**config.mk**
```make
export PLATFORM = sky130hd
export DESIGN_NAME = message_scroller_flat
export DESIGN_NICKNAME = d
export VERILOG_FILES = /design/src/rtl/message_scroller_if.sv /design/src/rtl/message_scroller.sv /design/src/flat_wrapper.sv
export SDC_FILE = /design/constraint.sdc
export NUM_CORES = 1
export LEC_CHECK = 0
export BUFFER_PORTS_ARGS = -buffer_cell sky130_fd_sc_hd__buf_2
export CAP_MARGIN = 10
export CORE_MARGIN = 5
export CORE_UTILIZATION = 30
export CTS_CLUSTER_DIAMETER = 100
export CTS_CLUSTER_SIZE = 30
export DETAILED_ROUTE_END_ITERATION = 12
export PLACE_DENSITY = 0.43
export SYNTH_ARGS = -nofsm -noshare
export SYNTH_HDL_FRONTEND = slang
export SYNTH_SLANG_ARGS = --single-unit
export TNS_END_PERCENT = 30
```
**constraint.sdc**
```tcl
create_clock -name clk -period 6.3 [get_ports clk]
set_clock_uncertainty 0.05 [all_clocks]
set_input_delay 0.63 -clock clk [delete_from_list [all_inputs] [get_ports clk]]
set_output_delay 0.63 -clock clk [all_outputs]
set_load 0.1 [all_outputs]
```
**src/rtl/message_scroller_if.sv**
```systemverilog
// Control/write/display bundle between a message source and message_scroller.
// The master drives the control and write signals; the slave (the scroller)
// drives the window of symbol codes and its status flags.
interface message_scroller_if #(
    parameter int DEPTH  = 16,
    parameter int DIGITS = 6
);
    logic                         clear;
    logic                         wr_en;
    logic [4:0]                   wr_data;
    logic                         run;
    logic [5*DIGITS-1:0]          symbols;
    logic [$clog2(DEPTH+1)-1:0]   len;
    logic                         full;
    logic                         running;
    logic                         wrap;

    modport master (
        output clear, wr_en, wr_data, run,
        input  symbols, len, full, running, wrap
    );

    modport slave (
        input  clear, wr_en, wr_data, run,
        output symbols, len, full, running, wrap
    );
endinterface

```
**src/rtl/message_scroller.sv**
```systemverilog
// Message buffer plus scrolling window for the HEX display stages.
// A message of 5-bit codes is appended while idle and shown statically;
// while running, the window slides right-to-left over the message followed
// by DIGITS blanks, advancing one position every STEP_CYCLES clocks.
module message_scroller #(
    parameter int         DEPTH       = 16,
    parameter int         DIGITS      = 6,
    parameter int         STEP_CYCLES = 25_000_000,
    parameter logic [4:0] BLANK       = 5'd31
) (
    input  logic              clk,
    input  logic              reset,
    message_scroller_if.slave bus
);
    localparam int LEN_W = $clog2(DEPTH + 1);
    localparam int OFF_W = $clog2(DEPTH + DIGITS);
    localparam int SUM_W = $clog2(2 * (DEPTH + DIGITS));
    localparam int IDX_W = (DEPTH > 1) ? $clog2(DEPTH) : 1;
    localparam int CNT_W = (STEP_CYCLES > 1) ? $clog2(STEP_CYCLES) : 1;

    localparam logic [CNT_W-1:0] CNT_LAST = CNT_W'(STEP_CYCLES - 1);

    typedef enum logic {
        IDLE = 1'b0,
        RUN  = 1'b1
    } state_t;

    state_t             state;
    logic [4:0]         buffer [DEPTH];
    logic [LEN_W-1:0]   len;
    logic [OFF_W-1:0]   offset;
    logic [CNT_W-1:0]   cnt;
    logic               running;
    logic               wrap;

    logic               full;
    logic               write_accept;
    logic [OFF_W-1:0]   period_m1;
    logic [SUM_W-1:0]   period;
    logic [5*DIGITS-1:0] symbols_c;

    // Length of the virtual sequence (message + trailing blanks) and its last index.
    assign full      = (len == LEN_W'(DEPTH));
    assign period    = SUM_W'(len) + SUM_W'(DIGITS);
    assign period_m1 = OFF_W'(len) + OFF_W'(DIGITS - 1);

    // Appends happen only while idle, with room left, and never on a clearing cycle.
    assign write_accept = !reset && !bus.clear && (state == IDLE) && bus.wr_en && !full;

    // Message storage; only entries below len are ever displayed.
    // NOTE: the buffer has no reset on purpose -- len gates every read, so stale
    // contents are invisible and the array can map onto plain RAM/LUT storage.
    always_ff @(posedge clk) begin
        if (write_accept)
            buffer[len[IDX_W-1:0]] <= bus.wr_data;
    end

    // Control state: length, scroll offset, step counter and registered flags.
    // NOTE: sequential state uses non-blocking assignments only, so every
    // right-hand side sees the pre-edge values regardless of statement order.
    always_ff @(posedge clk) begin
        if (reset || bus.clear) begin
            state   <= IDLE;
            len     <= '0;
            offset  <= '0;
            cnt     <= '0;
            running <= 1'b0;
            wrap    <= 1'b0;
        end else begin
            wrap <= 1'b0;
            case (state)
                IDLE: begin
                    if (write_accept)
                        len <= len + LEN_W'(1);
                    // Entry decision uses the length before any same-cycle append.
                    if (bus.run && (len != '0)) begin
                        state   <= RUN;
                        running <= 1'b1;
                        cnt     <= '0;
                    end
                end
                RUN: begin
                    if (!bus.run) begin
                        state   <= IDLE;
                        running <= 1'b0;
                        offset  <= '0;
                        cnt     <= '0;
                    end else if (cnt == CNT_LAST) begin
                        cnt <= '0;
                        if (offset == period_m1) begin
                            offset <= '0;
                            wrap   <= 1'b1;
                        end else begin
                            offset <= offset + OFF_W'(1);
                        end
                    end else begin
                        cnt <= cnt + CNT_W'(1);
                    end
                end
                default: begin
                    state   <= IDLE;
                    running <= 1'b0;
                end
            endcase
        end
    end

    // Window decode: digit i shows sequence position (offset + i) mod period.
    // NOTE: combinational logic uses blocking assignments with a default first,
    // so pos is a pure temporary and no latch can be inferred.
    always_comb begin
        logic [SUM_W-1:0] pos;
        pos       = '0;
        symbols_c = '0;
        for (int i = 0; i < DIGITS; i++) begin
            // offset < period and i < DIGITS <= period, so one subtraction wraps it.
            pos = SUM_W'(offset) + SUM_W'(i);
            if (pos >= period)
                pos = pos - period;
            if (pos < SUM_W'(len))
                symbols_c[5*(DIGITS-i)-1 -: 5] = buffer[pos[IDX_W-1:0]];
            else
                symbols_c[5*(DIGITS-i)-1 -: 5] = BLANK;
        end
    end

    assign bus.symbols = symbols_c;
    assign bus.len     = len;
    assign bus.full    = full;
    assign bus.running = running;
    assign bus.wrap    = wrap;

endmodule

```
**src/flat_wrapper.sv**
```systemverilog
// flat-port wrapper written by rule: the top's interface ports become plain ports
module message_scroller_flat 
#(
    parameter int         DEPTH       = 16,
    parameter int         DIGITS      = 6,
    parameter int         STEP_CYCLES = 25_000_000,
    parameter logic [4:0] BLANK       = 5'd31
)
  (clk, reset, bus_clear, bus_wr_en, bus_wr_data, bus_run, bus_symbols, bus_len, bus_full, bus_running, bus_wrap);
  message_scroller_if #(.DEPTH(DEPTH), .DIGITS(DIGITS)) bus_i ();
  input  logic clk;
  input  logic reset;
  input wire logic [$bits(bus_i.clear)-1:0] bus_clear;
  input wire logic [$bits(bus_i.wr_en)-1:0] bus_wr_en;
  input wire logic [$bits(bus_i.wr_data)-1:0] bus_wr_data;
  input wire logic [$bits(bus_i.run)-1:0] bus_run;
  output wire logic [$bits(bus_i.symbols)-1:0] bus_symbols;
  output wire logic [$bits(bus_i.len)-1:0] bus_len;
  output wire logic [$bits(bus_i.full)-1:0] bus_full;
  output wire logic [$bits(bus_i.running)-1:0] bus_running;
  output wire logic [$bits(bus_i.wrap)-1:0] bus_wrap;
  assign bus_i.clear = bus_clear;
  assign bus_i.wr_en = bus_wr_en;
  assign bus_i.wr_data = bus_wr_data;
  assign bus_i.run = bus_run;
  assign bus_symbols = bus_i.symbols;
  assign bus_len = bus_i.len;
  assign bus_full = bus_i.full;
  assign bus_running = bus_i.running;
  assign bus_wrap = bus_i.wrap;
  message_scroller #(.DEPTH(DEPTH), .DIGITS(DIGITS), .STEP_CYCLES(STEP_CYCLES), .BLANK(BLANK)) u_core (.clk(clk), .reset(reset), .bus(bus_i));
endmodule
```
Yosys cells after proc, flatten, opt, wreduce, memory -nomap -nowiden
Memory sizes are Yosys's and may differ from the RTL's. Index checks and enable logic that the tools add are counted.

Bits of input ports: 10. Memory bits (writable): 80. Flip-flop bits (word level): 38. Memories: 1.

Eq/ne operators: 6. $add $sub $neg: 16. Mux-type cells: 28. Bitwise operators: 3. Reductions and logical operators: 14. Magnitude comparators: 12.

Memories: u_core.buffer (words 16, width 5, rd ports 6, clocked after Yosys merged registers in 0, wr ports 1, RTL line message_scroller.sv:29) `logic [4:0] buffer [DEPTH];`.

Operator list (count): 25-bit two-way mux (3); 25-bit one-hot mux with 2 select lines (1); 5-bit two-way mux (9); 6-bit by 5-bit < comparator with 1-bit output (6); 6-bit two-way mux (6); 6-bit greater-or-equal comparator (5); 6-bit subtractor (5); 25-bit by 1-bit adder with 25-bit output, second input constant (1); 25-bit equality test, second input constant (1); 5-bit by 3-bit adder with 6-bit output, second input constant (3); 5-bit by 2-bit adder with 6-bit output, second input constant (2); 5-bit by 1-bit adder with 5-bit output, second input constant (2); 1-bit two-way mux (7); 5-bit by 1-bit adder with 6-bit output, second input constant (1); 5-bit by 6-bit greater-or-equal comparator with 1-bit output (1); 2-bit AND reduction (3); 5-bit by 6-bit subtractor with 6-bit output (1); 5-bit by 3-bit adder with 5-bit output, second input constant (1); 5-bit equality test (1); 5-bit equality test, second input constant (1); 1-bit logical AND (5); 5-bit nonzero test (1); 2-bit inequality test, second input constant (2); 1-bit one-hot mux with 2 select lines (2); 5 further kinds (9).

Logic depth before layout (Yosys ltp)
Depth after elaboration: 7. Gate-level depth with buffers: 21. Mapped depth without buffers: 19.

Worst setup path before layout
OpenSTA, ideal clock, no wires.

Path type: register to output. Start point: register u_core.len[1], in the netlist u_core.bus.len[1]. End point: output port bus_symbols[25]. Arrival time: 6570 ps. Cell stages (with the launch flop): 18. Path slack: -950 ps. Buffers on the path: 2. Cells stage by stage: dfxtp_1 > inv_1 > ha_1 > ha_1 > clkbuf_1 > nand2b_1 > o311ai_1 > a21oi_1 > o21ai_2 > mux2i_1 > inv_1 > clkbuf_1 > ha_1 > o21ai_0 > a31o_2 > a21oi_1 > nor3b_1 > a32oi_1.

Longest elaborated chain between the ends: 5. Elaborated cells on any way between the ends: 7. Those cells by class: add/sub (2); order compare (2); mux (2); memory (1).

Ends and longest elaborated chain: start: declaration (RTL line message_scroller.sv:30) `logic [LEN_W-1:0] len;`; start signal: assignment (RTL line message_scroller.sv:74) `len <= len + LEN_W'(1);`; 5-bit by 3-bit adder with 6-bit output (RTL line message_scroller.sv:44) `assign period = SUM_W'(len) + SUM_W'(DIGITS);`; 5-bit by 6-bit subtractor with 6-bit output / 5-bit by 6-bit greater-or-equal comparator with 1-bit output (equally long branches) (RTL line message_scroller.sv:119, message_scroller.sv:118); 6-bit two-way mux (RTL line message_scroller.sv:118) `if (pos >= period)`; memory read 16 x 5 bit / 6-bit by 5-bit < comparator with 1-bit output (equally long branches); 5-bit two-way mux (*) (RTL line message_scroller.sv:120) `if (pos < SUM_W'(len))`; end: declaration (RTL line flat_wrapper.sv:17) `output wire logic [$bits(bus_i.symbols)-1:0] bus_symbols;`.

Mark *: on every way between the ends. The rest lies on a longest branch, timed or not.

Worst setup path after layout
Start point: register u_core.offset[2]. End point: output port bus_symbols[3].

Longest elaborated chain between the ends: 5. Elaborated cells on any way between the ends: 7. Those cells by class: add/sub (2); order compare (2); mux (2); memory (1).

Ends and longest elaborated chain: start: declaration (RTL line message_scroller.sv:31) `logic [OFF_W-1:0] offset;`; start signal: assignment (RTL line message_scroller.sv:94) `offset <= offset + OFF_W'(1);`; 5-bit by 3-bit adder with 6-bit output (*) (RTL line message_scroller.sv:117) `pos = SUM_W'(offset) + SUM_W'(i);`; 6-bit subtractor / 6-bit greater-or-equal comparator (equally long branches) (RTL line message_scroller.sv:119, message_scroller.sv:118); 6-bit two-way mux (*) (RTL line message_scroller.sv:118); memory read 16 x 5 bit / 6-bit by 5-bit < comparator with 1-bit output (equally long branches); 5-bit two-way mux (*) (RTL line message_scroller.sv:120).

Marked as above.

==> results.py <==
metrics = {
    "global_routing": {
        "grt_max_degree": 42,
        "first_global_vias": 9724,
        "met2_usage_pct": 29.5,
        "top_usage_layer": "met1",
        "grt_pass1_wl_um": 62300,
        "grt_use_total_pct": 19.4,
        "grt_overflow": 0,
        "use_met3_pct": 1.73,
        "antenna_found_initial": 0,
        "use_met1_pct": 30.1,
    },
    "cts": {
        "post_cts_buffers": 0,
        "ctsResizeCount": 0,
        "cts_buffer_depth": 2,
        "clk_pin_slew_worst_paths_ps": 60,
        "clk_latency_ps": 420,
        "cts_buffers": 17,
        "cts_tree": "built",
        "clock-root-buffer": "clkbuf_16",
        "clock-sinks": 118,
        "h-tree-depth": 4,
        "cts_hold_buf": 0,
    },
    "critical_path": {
        "crit_arrival_ps": 5310,
        "worst-path-buf-inv": 2,
        "cpPeakStageDelay_ps": 430,
        "start_kind": "flop",
        "cp_top_family": "compound AO/OA/AOI/OAI gates",
        "crit_type": "flop to primary output",
        "slowest_stage": "a21oi_1",
        "cp_cell_sequence": "inv_1 -> ha_1 -> a21oi_1 -> xnor2_1 -> ha_1 -> a21oi_1 -> o2bb2ai_2 -> a21boi_0 -> or2_2 -> mux2_2 -> ha_1 -> a2111oi_0 -> a21oi_1 -> a2111o_1 -> nor2_2 -> a22oi_2 -> buf_2",
        "crit_cells": 17,
        "required_ps": 5620,
        "reg2reg_to": "u_core.bus.len[4]",
        "r2r_start": "u_core.bus.len[0]",
        "crit_fanout": 6,
        "end_kind": "primary output",
        "r2r.worst_path.cells": 9,
        "rrSetupSlack_ps": 3080,
    },
    "final_layout": {
        "fin_util_pct": 34.6,
        "final_cells": 1781,
        "drive_gt1_share_pct": 15.0,
        "fillCellCount": 3946,
        "final_nets": 1333,
        "n_antenna_cell": 0,
        "areaGrowthSynthToFinish_pct": 13.6,
    },
    "timing": {
        "worst_hold_slack_ps": 425,
        "min_period_over_period_pct": 95.0,
        "rsz0062_at_grt": "false",
        "worst_pin_slew_ps": 976,
        "report.final.slew_viol_count": 0,
        "setup_slack_ps": 312,
        "finalSetupTns_ps": 0,
        "setup_viol": 0,
        "slew_headroom_pct": 34.7,
        "max_freq_ghz": 0.167,
        "post-route-min-period_ps": 5990,
        "hold_violations": 0,
    },
    "placed_design": {
        "dpl.hpwl_um": 32500,
        "dp_cells": 1749,
        "io_buffers": 47,
        "routabilityCongestion": 0.880,
        "place_ws_ps": 587,
    },
    "logic_synthesis": {
        "synth_edf_count": 80,
        "synth-seq-cells": 118,
        "synthTopCellsByArea": "mux2i_1, edfxtp_1, ha_1",
        "syn-cell-area_sq_um": 11500,
        "syn-num-nets": 1300,
        "synth-async-reset-ratio_pct": 0,
        "synth_ff_type": "edfxtp_1",
        "synth.distinct_cells": 82,
        "synthCells": 1224,
        "yosysWarnings": 0,
        "yosysTopAreaCell": "mux2i_1",
        "synth_top_area_share_pct": 21.0,
        "syn-mean-instance-area_sq_um": 9.43,
        "synth-seq-area-share_pct": 27.4,
    },
    "floorplanning": {
        "die_x_um": 206,
        "die_area_sq_um": 42500,
        "die_h_um": 206,
        "core_sq_um": 37800,
        "start_util_pct": 30.5,
        "rows": 71,
        "ioPinCount": 48,
    },
    "min_path": {
        "whs_path_depth": 2,
        "min-delay-start": "u_core.cnt[24]",
        "hold_path.class": "flop to flop",
        "holdPathEnd": "u_core.cnt[24]",
    },
    "pwr": {
        "p_leak_nw": 5.13,
        "peakVddDrop_v": 0.000139,
        "powerDensity_nw_per_um2": 149,
    },
    "detailed_routing": {
        "dr.pass1.iters": 5,
        "wire_per_inst_um": 23.5,
        "ant_nets": 0,
        "drc_errors": 0,
        "vias": 10000,
        "wirelength_um": 41900,
        "viasPerCell": 5.61,
        "drt_iter0_drc": 876,
    },
    "flow_run": {
        "drv_cap": 0,
    },
    "outcome": {
        "status": "complete, no violations",
    },
}
## area by class of cell
class | count | area [sq um] | share of cell area [%]
inverters | 36 | 135 | 1.03
repair buffers | 80 | 510 | 3.89
clock buffers | 17 | 425 | 3.25
clock inverters | 15 | 225 | 1.72
well taps | 511 | 639 | 4.88
multi-input cells | 1004 | 8010 | 61.1
flip-flops and latches | 118 | 3170 | 24.2
## cell usage after synthesis, types with 16 or more instances
cell type	n
nand3_1	23
edfxtp_1	80
buf_2	17
o22a_1	20
a22o_1	20
dfxtp_1	38
a22oi_1	16
o211ai_1	29
a21oi_1	59
o21ai_0	24
nor3_1	23
mux2i_1	242
ha_1	62
mux2_2	32
clkbuf_1	26
xor2_1	19
inv_1	33
nand2_1	85
nor2_1	96
xnor2_1	32
## cells in the final DEF, fill, tap and decap left out, types with 9 or more instances in the layout
cell / Yosys / routed
a21o_1: 11 / 11
a21oi_1: 59 / 57
a221o_1: 10 / 10
a221oi_1: 11 / 11
a22o_1: 20 / 20
a22oi_1: 16 / 11
a31oi_1: 13 / 13
buf_2: 17 / 46
buf_4: 12 / 31
clkbuf_16: 0 / 17
dfxtp_1: 38 / 35
edfxtp_1: 80 / 80
ha_1: 62 / 62
inv_1: 33 / 33
mux2_2: 32 / 32
mux2i_1: 242 / 240
nand2_1: 85 / 85
nand2b_1: 9 / 9
nand3_1: 23 / 23
nand4_1: 11 / 11
nor2_1: 96 / 94
nor2b_1: 13 / 13
nor3_1: 23 / 23
o211ai_1: 29 / 29
o21ai_0: 24 / 24
o22a_1: 20 / 20
o22ai_1: 15 / 15
xnor2_1: 32 / 32
xor2_1: 19 / 18
## cell families (layout without fill, tap and decap cells)
kind of cell,count (synthesis),count (layout),share of synthesized area [%]
buf+inv,102,148,4.35
compound gates,298,298,19.2
xor+xnor,54,54,4.39
mux,276,276,24.4
flops,118,118,27.4
simple gates,307,307,12.7
fa+ha+maj,69,69,7.68
## per-layer routing
| layer | up-vias | share of wire, % | wire length (um) |
|---|---|---|---|
| met5 | - | 0 | 0 |
| li1 | 4776 | - | - |
| met3 | 32 | 4.3 | 1810 |
| met2 | 267 | 43 | 18100 |
| met1 | 4925 | 51 | 21500 |
| met4 | 0 | 1.0 | 435 |
## worst min-delay path, delay by kind of cell, from the launching register on
| family | cells | cell delay (ps) |
|---|---|---|
| flip-flops | 1 | 320 |
| AND/OR/NAND/NOR | 1 | 60 |
| AO/OA/AOI/OAI | 1 | 50 |
## how the worst max path moves through the flow
| stage | start | end | slack [ps] |
|---|---|---|---|
| 6_report | u_core.offset[2] | bus_symbols[3] | 310 |
| 5_1_grt | u_core.offset[2] | bus_symbols[3] | 4 |
| 4_1_cts | u_core.bus.len[2] | bus_symbols[27] | 130 |
| 3_5_place_dp | u_core.bus.len[2] | bus_symbols[6] | 590 |
| 3_3_place_gp | u_core.offset[2] | bus_symbols[3] | 630 |
| 2_1_floorplan | u_core.bus.len[1] | bus_symbols[10] | 170 |
## power breakdown
part | total, mW | leakage, nW | internal, mW | switching (mW)
Sequential | 0.831 | 1.03 | 0.828 | 0.00296
Clock | 1.07 | 0.310 | 0.704 | 0.363
Combinational | 0.0569 | 3.79 | 0.0141 | 0.0427
Total | 1.95 | 5.13 | 1.55 | 0.409
## stage by stage
step	area [sq um]	total power [mW]
final	13100	1.95
after global routing	13100	2.01
after CTS	13100	1.97
after detailed placement	12400	0.904
after global placement	12400	0.903
after floorplan	11600	0.881
## state kept, by name (all words and copies together), names as in the netlist
name,cells
u_core.buffer,80
u_core.cnt,25
u_core.bus.len,5
u_core.offset,5
u_core.bus.running,1
u_core.bus.wrap,1
u_core.state,1
(Power assumes the default switching activity.)
